==> src/rtl/adder_tb_pkg.sv <==
// Shared constants and helpers for the adder stimulus/checker block:
// LFSR taps, FSM encoding, LFSR step function and the corner-vector table.
package adder_tb_pkg;

    localparam logic [31:0] LFSR_TAPS = 32'h8020_0003;

    localparam logic [1:0] ST_IDLE  = 2'd0;
    localparam logic [1:0] ST_RUN   = 2'd1;
    localparam logic [1:0] ST_DRAIN = 2'd2;
    localparam logic [1:0] ST_DONE  = 2'd3;

    // Right-shifting Galois step: the bit shifted out selects the tap XOR.
    function automatic logic [31:0] lfsr_step(input logic [31:0] st);
        logic [31:0] nxt;
        if (st[0]) begin
            nxt = (st >> 1) ^ LFSR_TAPS;
        end else begin
            nxt = st >> 1;
        end
        return nxt;
    endfunction

    // Returns {a, b, c, d}, each a 16-bit two's-complement value meaningful in its low dim bits.
    function automatic logic [63:0] corner_vec(input logic [1:0] k, input int dim);
        int          max_i;
        logic [15:0] max_v;
        logic [15:0] min_v;
        logic [63:0] vec;
        max_i = (32'sd1 <<< (dim - 32'sd1)) - 32'sd1;
        max_v = max_i[15:0];
        min_v = ~max_v;
        case (k)
            2'd0:    vec = {max_v, max_v, max_v, max_v};
            2'd1:    vec = {min_v, min_v, min_v, min_v};
            2'd2:    vec = {max_v, 16'h0001, min_v, 16'hFFFF};
            2'd3:    vec = {16'hFFFF, 16'hFFFF, 16'hFFFF, 16'hFFFF};
            default: vec = {max_v, max_v, max_v, max_v};
        endcase
        return vec;
    endfunction

endpackage

==> src/rtl/lfsr32.sv <==
// 32-bit Galois LFSR with a seed parameter and step enable; a zero seed is
// replaced by 1 so the register can never lock up.
module lfsr32
    import adder_tb_pkg::*;
#(
    parameter logic [31:0] SEED = 32'h0000_0001
) (
    input  logic        clk,
    input  logic        rst,
    input  logic        en,
    output logic [31:0] state
);

    localparam logic [31:0] SEED_EFF = (SEED == 32'h0000_0000) ? 32'h0000_0001 : SEED;

    logic [31:0] state_r;

    // LFSR register: reloads the seed on reset, advances once per enabled cycle.
    always_ff @(posedge clk or posedge rst) begin
        if (rst) begin
            state_r <= SEED_EFF;
        end else if (en) begin
            state_r <= lfsr_step(state_r);
        end else begin
            state_r <= state_r;
        end
    end

    assign state = state_r;

endmodule

==> config.mk <==
export PLATFORM = sky130hd
export DESIGN_NAME = lfsr32
export DESIGN_NICKNAME = d
export VERILOG_FILES = /design/src/rtl/adder_tb_pkg.sv /design/src/rtl/lfsr32.sv
export SDC_FILE = /design/constraint.sdc
export NUM_CORES = 1
export LEC_CHECK = 0
export ABC_AREA = 1
export CAP_MARGIN = 20
export CORE_AREA = 2 2 59 61
export CTS_CLUSTER_SIZE = 12
export DETAILED_ROUTE_END_ITERATION = 10
export DIE_AREA = 0 0 61 63
export PLACE_DENSITY = 0.7
export RECOVER_POWER = 100
export SLEW_MARGIN = 30
export SYNTH_ARGS = -nofsm -noshare
export SYNTH_HDL_FRONTEND = slang
export SYNTH_SLANG_ARGS = --single-unit
==> constraint.sdc <==
create_clock -name clk -period 1 [get_ports clk]
set_clock_uncertainty 0.15 [all_clocks]
set_input_delay 0.1 -clock clk [delete_from_list [all_inputs] [get_ports clk]]
set_output_delay 0.1 -clock clk [all_outputs]
set_load 0.005 [all_outputs]
* After elaboration in Yosys (flattened, before gate mapping)
Cells that the tools add are included.
** Word-level totals
- Bits in registers :: 32
- Latch bits :: 0
- Bits in writable memories :: 0
- Memory bits (read-only) :: 0
- Input bits :: 3
- Output and inout port bits :: 32
- Logic and storage cells :: 3
- Memories kept :: 0
** Operators by class
- $add $sub $neg :: 0
- Multiply operators :: 0
- Divide/modulo/power cells :: 0
- Magnitude comparators :: 0
- Equality and inequality tests :: 0
- Shift operators :: 0
- Multiplexer cells :: 1
- Bitwise operators :: 1
- Reductions and logical operators :: 0
** Operator list (number)
- $mux 32 :: 1
- $not 3->4 :: 1

* Logic depth before layout (Yosys ltp)
- Depth in word-level cells :: 2
- Depth in mapped cells :: 5
- Mapped depth without buffers :: 4

* Worst setup path before layout
OpenSTA, ideal clock, no wires.
- Kind :: register to register
- Start point :: register state_r[0], in the netlist state[0]
- End point :: register state_r[21], in the netlist state[21]
- Data arrival time :: 0.783 ns
- Path slack :: 0.002 ns
- Stages on the path, launching flop included :: 5
- Path buffers :: 0
- Cell sequence :: dfstp_2 > inv_1 > nand2_1 > nand3_1 > nand2_1
** On the way
- Longest elaborated chain between the ends :: 1
** Ends and longest elaborated chain
- start, declared :: RTL line lfsr32.sv:16 : logic [31:0] state_r;
- start signal, assigned :: RTL line lfsr32.sv:23 : state_r <= lfsr_step(state_r);
- start signal, assigned :: RTL line lfsr32.sv:25 : state_r <= state_r;
- $mux 32 :: RTL line adder_tb_pkg.sv:15 : if (st[0]) begin
Every way passes these cells.
A chain may end at the register's enable or synchronous reset.

* Worst setup path in the final report
- Start point :: register state_r[0], in the netlist state[0]
- End point :: output state[0]
** RTL lines
- end, declared :: RTL line lfsr32.sv:11 : output logic [31:0] state
No word-level cell between the ends.

==> impl_results.md <==
* HP Class: in -> reg
* CP arrival at around 960 ps
* Num rows at 21
* Slew Viols, Final at 0
* Fill cells at 330
* Worst R2R End: state[21]$_DFFE_PP0P_
* CTS sink cnt at 32
* Gr ovfl total at 0
* Top cell family by delay on the critical path: flip-flops
* RSZ-0062 raised after global routing: true
* Worst slack, placed at -344 ps
* FF/Latch Area at 802 um2
* Power per cell area at 2090 nW/um2
* Post-synth net total at 134
* Synth area leaders: dfrtp_1, nand2_1, o21ai_2
* Synth Area in XOR/XNOR at 0%
* Clock buffer depth at 2
* Worst EP required at 750 ps
* Max Clk Rate at just over 800 MHz
* Vias in the first global route at between 1000 and 1500
* Synthesized flop and latch total at 32
* Final Critical Period at ~1200 ps
* Post-DP HPWL at between 1500 and 2000 um
* DRC viols at 0
* Core area at between 3000 and 4000 um2
* Gr usage total at 16.9%
* Reg2Reg Launch Point: state[0]$_DFFE_PP1P_
* Routability-driven placement congestion ratio at 0.715
* Top Ports at 35
* Worst hold path depth at 4
* Post-synthesis mux area share at 0%
* Die Wd at 61 um
* Placed Cells at between 200 and 250
* PnR worst setup slack at -208 ps
* Sequential area share after synthesis at around three fifths
* DRT iter0 DRCs at 55
* DIE HEIGHT at about 63 um
* H-tree Lvls at 2
* Hold Path End: state[6]$_DFFE_PP0P_
* Root Driver: clkbuf_4
* Starting Density at 40.5%
* Largest net degree at the start of global routing at 33
* Cell Area, Synth at ~1300 um2
* Synth top area share at roughly three fifths
* Leakage at 0.946 nW
* Max cap viols at 0
* Synth Area in Adders at 0%
* Crit path capture type: primary output
* PortBufs at 34
* Post-synthesis compound-gate area fraction at between 10% and 20%
* Area leader, netlist: dfrtp_1
* Distinct cells, synth at 11
* Post-synthesis cell count at between 100 and 150
* Simple-Gate Fraction of Synth Area at 13.8%
* Layout cells sized above 1 at a little under half
* Fin. Hold Viols at 0
* Peak VDD IR at ~0.00094 V
* Max incr delay on CP at about 540 ps
* TritonCTS Buffers at 5
* TritonCTS clock tree: done
* Multi-input gate area at 387 um2
* Largest family of logic cells by synthesized area: compound AO/OA/AOI/OAI gates
* Critical path fanouts, max at 2
* Register-to-register setup slack at -110 ps
* Final period util at 121%
* Vias per Instance at approximately 4.4
* Slew @ Worst Pin at 440 ps
* Via count at approximately 1100
* Latest clock arrival within the worst-skew pair at around 320 ps
* CP Cell Sequence: buf_2
* Diode count at 0
* Slew HR at 70.6%
* Hold wc startpoint: en
* Syn Area/Cell at 9.98 um2
* Status: finished, violations left
* Final setup violation count at 36
* CP bufs+invs at 1
* Crit Path Class: reg -> out
* Number of flip-flops in the largest register at 32
* Initial antenna violation count at 0
* Violated checks: negative setup slack
* Crit-path slowest cell: dfstp_2
* Die area at approximately 3800 um2
* CTS clock-pin slew for the worst setup and hold paths at approximately 90 ps
* Worst r2r path cells at 5
* Yosys warning count at 0
* TritonRoute pass-1 iters at 4
* Layout area overhead at 35.9%
* Nets@finish at 197
* Worst setup SP type: flip-flop
* Routed len/inst at 11.6 um
* Total Wirelength at between 2000 and 3000 um
* Final Non-Filler Cells at approximately 240
* Global-route wire length before repair at between 4000 and 5000 um
* Final ANT Viol Nets at 0
Yosys cell counts:
cell,instances
nand2_1,44
dfrtp_1,31
inv_1,17
o21ai_2,13
o21ai_0,12
buf_6,5
nand3_1,3
buf_4,2
o21ai_1,2
dfstp_2,1
inv_4,1
tightest hold or removal path: stages:
cell	delay (ps)
dlymetal6s2s_1	200
buf_6	190
nand2_2	60
o21ai_2	40
logic make-up (layout without fill, tap and decap cells):
kind of cell,after synthesis,in the layout
and+or+nand+nor,47,47
DFF,32,32
AOI/OAI and AO/OA,27,27
buffers and inverters,25,89
what timing repair did:
item,in CTS,in global routing
endpoints found under the setup margin,43,60
resized for setup,140,21
pin swaps,3,2
buffers inserted,8,5
hold endpoints to repair,31,31
metal layers:
metal  vias up  routed length, um  global-route usage (%)
met5         -                  0                       0
met4         0                 28                    6.52
met3         4                148                    4.14
met2        29               1390                    27.7
met1       508               1220                    21.0
li1        531                  -                       -
through the flow:
step           power [mW]  util, %  hold WS, ps  area (um2)  setup TNS (ps)
5_1_grt              3.99     55.0          175        1780           -4630
6_report             3.71     55.0          154        1780           -3000
3_3_place_gp         3.23     56.5          316        1830          -11630
2_1_floorplan        2.28        -         65.5        1310               0
3_5_place_dp         3.26     56.5          334        1830          -12650
4_1_cts              3.82     55.3        -19.9        1790           -3890
cells in the final DEF (no fill, tap or decap), types with 5 or more instances in the layout:
cell	Yosys	final
nand2_2	0	8
buf_2	0	32
inv_1	17	13
buf_6	5	5
clkbuf_1	0	7
dfrtp_1	31	31
o21ai_2	13	11
nand2_1	44	36
o21ai_1	2	5
o21ai_0	12	11
clkbuf_4	0	20
buf_4	2	5
report_power, final:
group / leakage, nW / internal (mW) / switching (mW)
Sequential: 0.412 / 1.60 / 0.149
Combinational: 0.508 / 0.656 / 0.622
Clock: 0.0265 / 0.280 / 0.402
final cells by class:
class	instances	share of cell area (%)
Clock buffer	8	2.75
Inverter	18	4.37
Multi-Input combinational cell	74	21.8
Sequential cell	32	45.1
Tap cell	46	3.24
Timing Repair Buffer	63	22.7
how the worst max path moves through the flow:
| stage | start | end | slack [ps] | depth (start not counted) |
|---|---|---|---|---|
| after global placement | en | state[0]$_DFFE_PP1P_ | -300 | 6 |
| final | state[0]$_DFFE_PP1P_ | state[0] | -210 | 1 |
| after CTS | state[0]$_DFFE_PP1P_ | state[0] | -230 | 1 |
| after global routing | state[0]$_DFFE_PP1P_ | state[0] | -250 | 1 |
| after floorplan | state[0]$_DFFE_PP1P_ | state[21]$_DFFE_PP0P_ | 2 | 4 |
| after detailed placement | en | state[27]$_DFFE_PP0P_ | -340 | 4 |
No activity file was read; power rests on OpenSTA's default activity.
==> variant 1 (config.mk and constraints unchanged) <==
Add an input register stage for `en`, without a reset; this delays it by one clock.
--- a/src/rtl/lfsr32.sv
+++ b/src/rtl/lfsr32.sv
@@ -15,2 +15,8 @@
 
+    logic en_q;
+
+    always_ff @(posedge clk) begin
+        en_q <= en;
+    end
+
     logic [31:0] state_r;
@@ -21,3 +27,3 @@
             state_r <= SEED_EFF;
-        end else if (en) begin
+        end else if (en_q) begin
             state_r <= lfsr_step(state_r);
Behaviour: not the same (Yosys sat finds a counterexample within 4 cycles, from zero or initial values and one cycle with rst high).
==> variant 1 against the unedited design <==
  * The run still ends with setup timing left
  * Wire length is 22% higher
  * Sequential cell count is 1 higher
  * Global-route usage is 0.52 points lower
  * Area after synthesis is 1.5% higher
  * Design area is 20% higher
  * Non-clock buffer count is 13 higher
  * Cell count is 7.1% higher
  * Hold slack better by 0.039 ns
  * Utilization is 11 points higher
  * Worst setup slack worse by 0.033 ns
  * Largest cell class unchanged
Power is not compared: it rests on default switching activity, and its combinational part moved more than twofold at a synthesized area within 25%.
==> variant 1: results <==
[global_routing]
grt_use_met2_pct = 26.7
grt_max_degree = 31
grt_pass1_vias = 1097
grt_usage_pct = 16.4
use_met1_pct = 19.0
grt_pass1_wl_um = 4690
grtUsageMet3_pct = 6.21

[finish]
nNetsFinal = 214
regArea_um2 = 823
layout-drive-gt1-share_pct = 64.6
final_cells = 258
fill_cells = 268

[place]
place_inst = 229
place_congestion = 0.714
dpl.hpwl_um = 1850
place_area_um2 = 1860

[clocking]
clock_tree.root_cell = "clkbuf_4"
clkTransAtPathRegs_ns = 0.11
cts_buffer_depth = 2
clk-insertion-delay-late_ns = 0.34

[yosys]
ys_seq_area_share_pct = 61.9
synth_cell_types = 12
synthTopCellsByArea = "dfrtp_1, nand2_1, o21ai_2"
synth.mux.area_fraction_pct = 0
synth_nets = 135
synth-compound-area-share_pct = 13.9
synth_cells = 132
synthArstFlopShare_pct = 97.0

[route]
dr_total_vias = 1166
drtIter0Drc = 36
wl_um = 3400

[setup_path]
path_delay_family = "flip-flops"
r2r_cells = 6
worstPathArrival_ns = 0.99
rrSetupSlack_ns = -0.19

[sta]
whs_ns = 0.193
max_slew_margin_pct = 60.3
fin_ws_ns = -0.241
setup_viol = 61
finalSetupTns_ns = -4.79

[status]
violations = "setup timing"
status = "finished with violations"

[worst_hold_path]
hp-class = "in2async"
variant 1: power breakdown:
group | total [mW] | internal, mW | switching [mW]
clock | 0.721 | 0.268 | 0.453
sequential | 1.34 | 1.34 | 0.00417
combinational | 0.188 | 0.0759 | 0.112
variant 1: what timing repair did:
action	in CTS	in global routing
endpoints found under the setup margin	56	56
gates cloned	0	5
endpoints found under the hold margin	6	12
resized for setup	135	68
setup buffers	7	16
pin swaps	1	16
variant 1: tightest hold or removal path, stage by stage:
cell and delay [ns]:
dlygate4sd3_1 0.54, inv_1 0.07, clkbuf_2 0.43
variant 1: final cells by class:
| class | count | area share (%) |
|---|---|---|
| timing repair inverter | 3 | 1.70 |
| sequential | 33 | 38.7 |
| tap | 46 | 2.70 |
| inverter | 18 | 4.00 |
| timing repair buffer | 76 | 27.6 |
| clock inverter | 2 | 0.470 |
| multi-input combinational | 74 | 22.9 |
| clock buffer | 6 | 1.94 |
variant 1: worst max path at each step:
stage                end  slack [ns]     start  depth (start not counted)
2_1_floorplan  state[21]       0.002  state[0]                          4
3_3_place_gp    state[0]       -0.25  state[0]                          1
3_5_place_dp    state[0]       -0.24  state[0]                          1
4_1_cts         state[0]       -0.23  state[0]                          1
5_1_grt         state[0]       -0.30  state[0]                          1
6_report        state[0]       -0.24  state[0]                          1
variant 1: cells by family (layout without fill, tap and decap cells):
family                 Yosys count  after routing
AOI/OAI and AO/OA               27             27
buffers and inverters           25            105
DFF                             33             33
and+or+nand+nor                 47             47
variant 1: metal layers:
metal	vias up	share of wire, %	routed length, um
li1	568	-	-
met2	27	52	1760
met3	7	4.7	160
met1	564	41	1400
met4	0	2.1	72
met5	-	0	0
==> variant 2 (config.mk and constraints unchanged) <==
Without the edit above. Make the reset (`rst`) synchronous in one clocked block.
--- a/src/rtl/lfsr32.sv
+++ b/src/rtl/lfsr32.sv
@@ -18,3 +18,3 @@
     // LFSR register: reloads the seed on reset, advances once per enabled cycle.
-    always_ff @(posedge clk or posedge rst) begin
+    always_ff @(posedge clk) begin
         if (rst) begin
Formal check against the unedited RTL: differs if rst is asserted again (counterexample within 4 cycles, from zero or initial values and one cycle with rst high); with rst held inactive, the same outputs for 10 cycles.
==> variant 2 against the unedited design <==
  * The run still ends with setup timing left
  * Design area increased by 5.8%
  * Worst setup slack improved by 0.16 ns
  * Sequential cell count stayed put
  * Synthesized cell count rose by 14%
  * Utilization is 3.2 points higher
  * Wire length grew 2.5%
  * Area after synthesis shrank 8.1%
  * Via count up 11%
  * Highest routed layer unchanged
Power is not compared: it rests on default switching activity, and its combinational part moved more than twofold at a synthesized area within 25%.
==> variant 2: results <==
[yosys]
synth_commonest_cells = "nor2_1, dfxtp_1, o21ai_0"
synthArstFlopShare_pct = 0
synth_cell_types = 13
ys_seq_area_share_pct = 53.3
synthTopCellsByArea = "dfxtp_1, nor2_1, o21ai_0"
synth_cells = 149

[finish]
largest_register_ffs = 32
layout-drive-gt1-share_pct = 53.6
final_cells = 268
fill_cells = 316

[place]
place_inst = 253
dpl.hpwl_um = 1820
place_congestion = 0.799
place_area_um2 = 1770

[setup_path]
cp-startpoint = "state[1]"
worstReg2RegEnd = "state[19]"
r2r_cells = 4
rrSetupSlack_ns = -0.02
slowest_stage = "dfxtp_4"
r2r-start = "state[19]"
worstPathArrival_ns = 0.80

[route]
wl_um = 2850
wl_met2_um = 1280
drt-met1-wl_um = 1370
drtIter0Drc = 47
dr_wl_met3_um = 151
dr_total_vias = 1186

[status]
status = "finished with violations"
violations = "setup timing"

[global_routing]
grt_pass1_wl_um = 4750
grt_pass1_vias = 1107
grt_max_degree = 31
antenna_found_initial = 0
grt_usage_pct = 16.4

[worst_hold_path]
hold_depth = 3
holdPathEnd = "state[30]"

[sta]
worst_pin_slew_ns = 0.331
fin_ws_ns = -0.0477
finalSetupTns_ns = -0.934
setup_viol = 34

[clocking]
cts_buffer_depth = 2
clkTransAtPathRegs_ns = 0.10

[power_and_ir_drop]
power_leakage_nw = 0.948
==> variant 2: changes by cell type after synthesis, sizes merged, moves of 11 or more <==
cell   delta
dfrtp    -31
inv      -11
nor2     +56
dfxtp    +32
nand2    -36
==> variant 2: worst max path at each step <==
| stage | slack, ns | endpoint |
|---|---|---|
| CTS | -0.07 | state[0] |
| global route | -0.09 | state[21] |
| finish | -0.05 | state[1] |
| detailed placement | -0.44 | state[2] |
| global placement | -0.38 | state[2] |
| floorplan | 0.09 | state[21] |
==> variant 2: report_power, final <==
| group | switching (mW) | internal [mW] |
|---|---|---|
| clock network | 0.437 | 0.664 |
| logic | 0.220 | 0.280 |
| registers | 0.0500 | 1.37 |
| total | 0.706 | 2.32 |
==> variant 2: logic make-up after synthesis <==
group,Yosys count
AO/OA/AOI/OAI,32
buffers and inverters,17
flip-flops,32
AND/OR/NAND/NOR,68
==> variant 2: per-stage QoR <==
step / setup WS [ns] / hold slack (ns)
global route: -0.0893 / 0.217
CTS: -0.0664 / 0.190
finish: -0.0477 / 0.203
global placement: -0.385 / 0.354
floorplan: 0.0883 / 0.0981
detailed placement: -0.439 / 0.341
==> variant 2: per-layer routing <==
metal | up-vias | track usage, %
met2 | 29 | 23.9
met3 | 6 | 5.59
met4 | 0 | 7.34
li1 | 615 | -
met5 | - | 0
met1 | 536 | 21.5
==> variant 2: repair_timing <==
action	in CTS	in global routing
endpoints found under the setup margin	63	41
pin swaps	0	4
buffers inserted	5	3
gates cloned	0	0
resized for setup	168	17
==> variant 2: layout make-up <==
cell class	count	area [um2]	area share, %
repair buffers	75	572	30.4
inverters	7	28.8	1.53
flip-flops and latches	32	679	36.1
well taps	46	57.6	3.06
clock buffers	7	65.1	3.46
multi-input cells	100	448	23.8
clock inverters	1	30.0	1.60
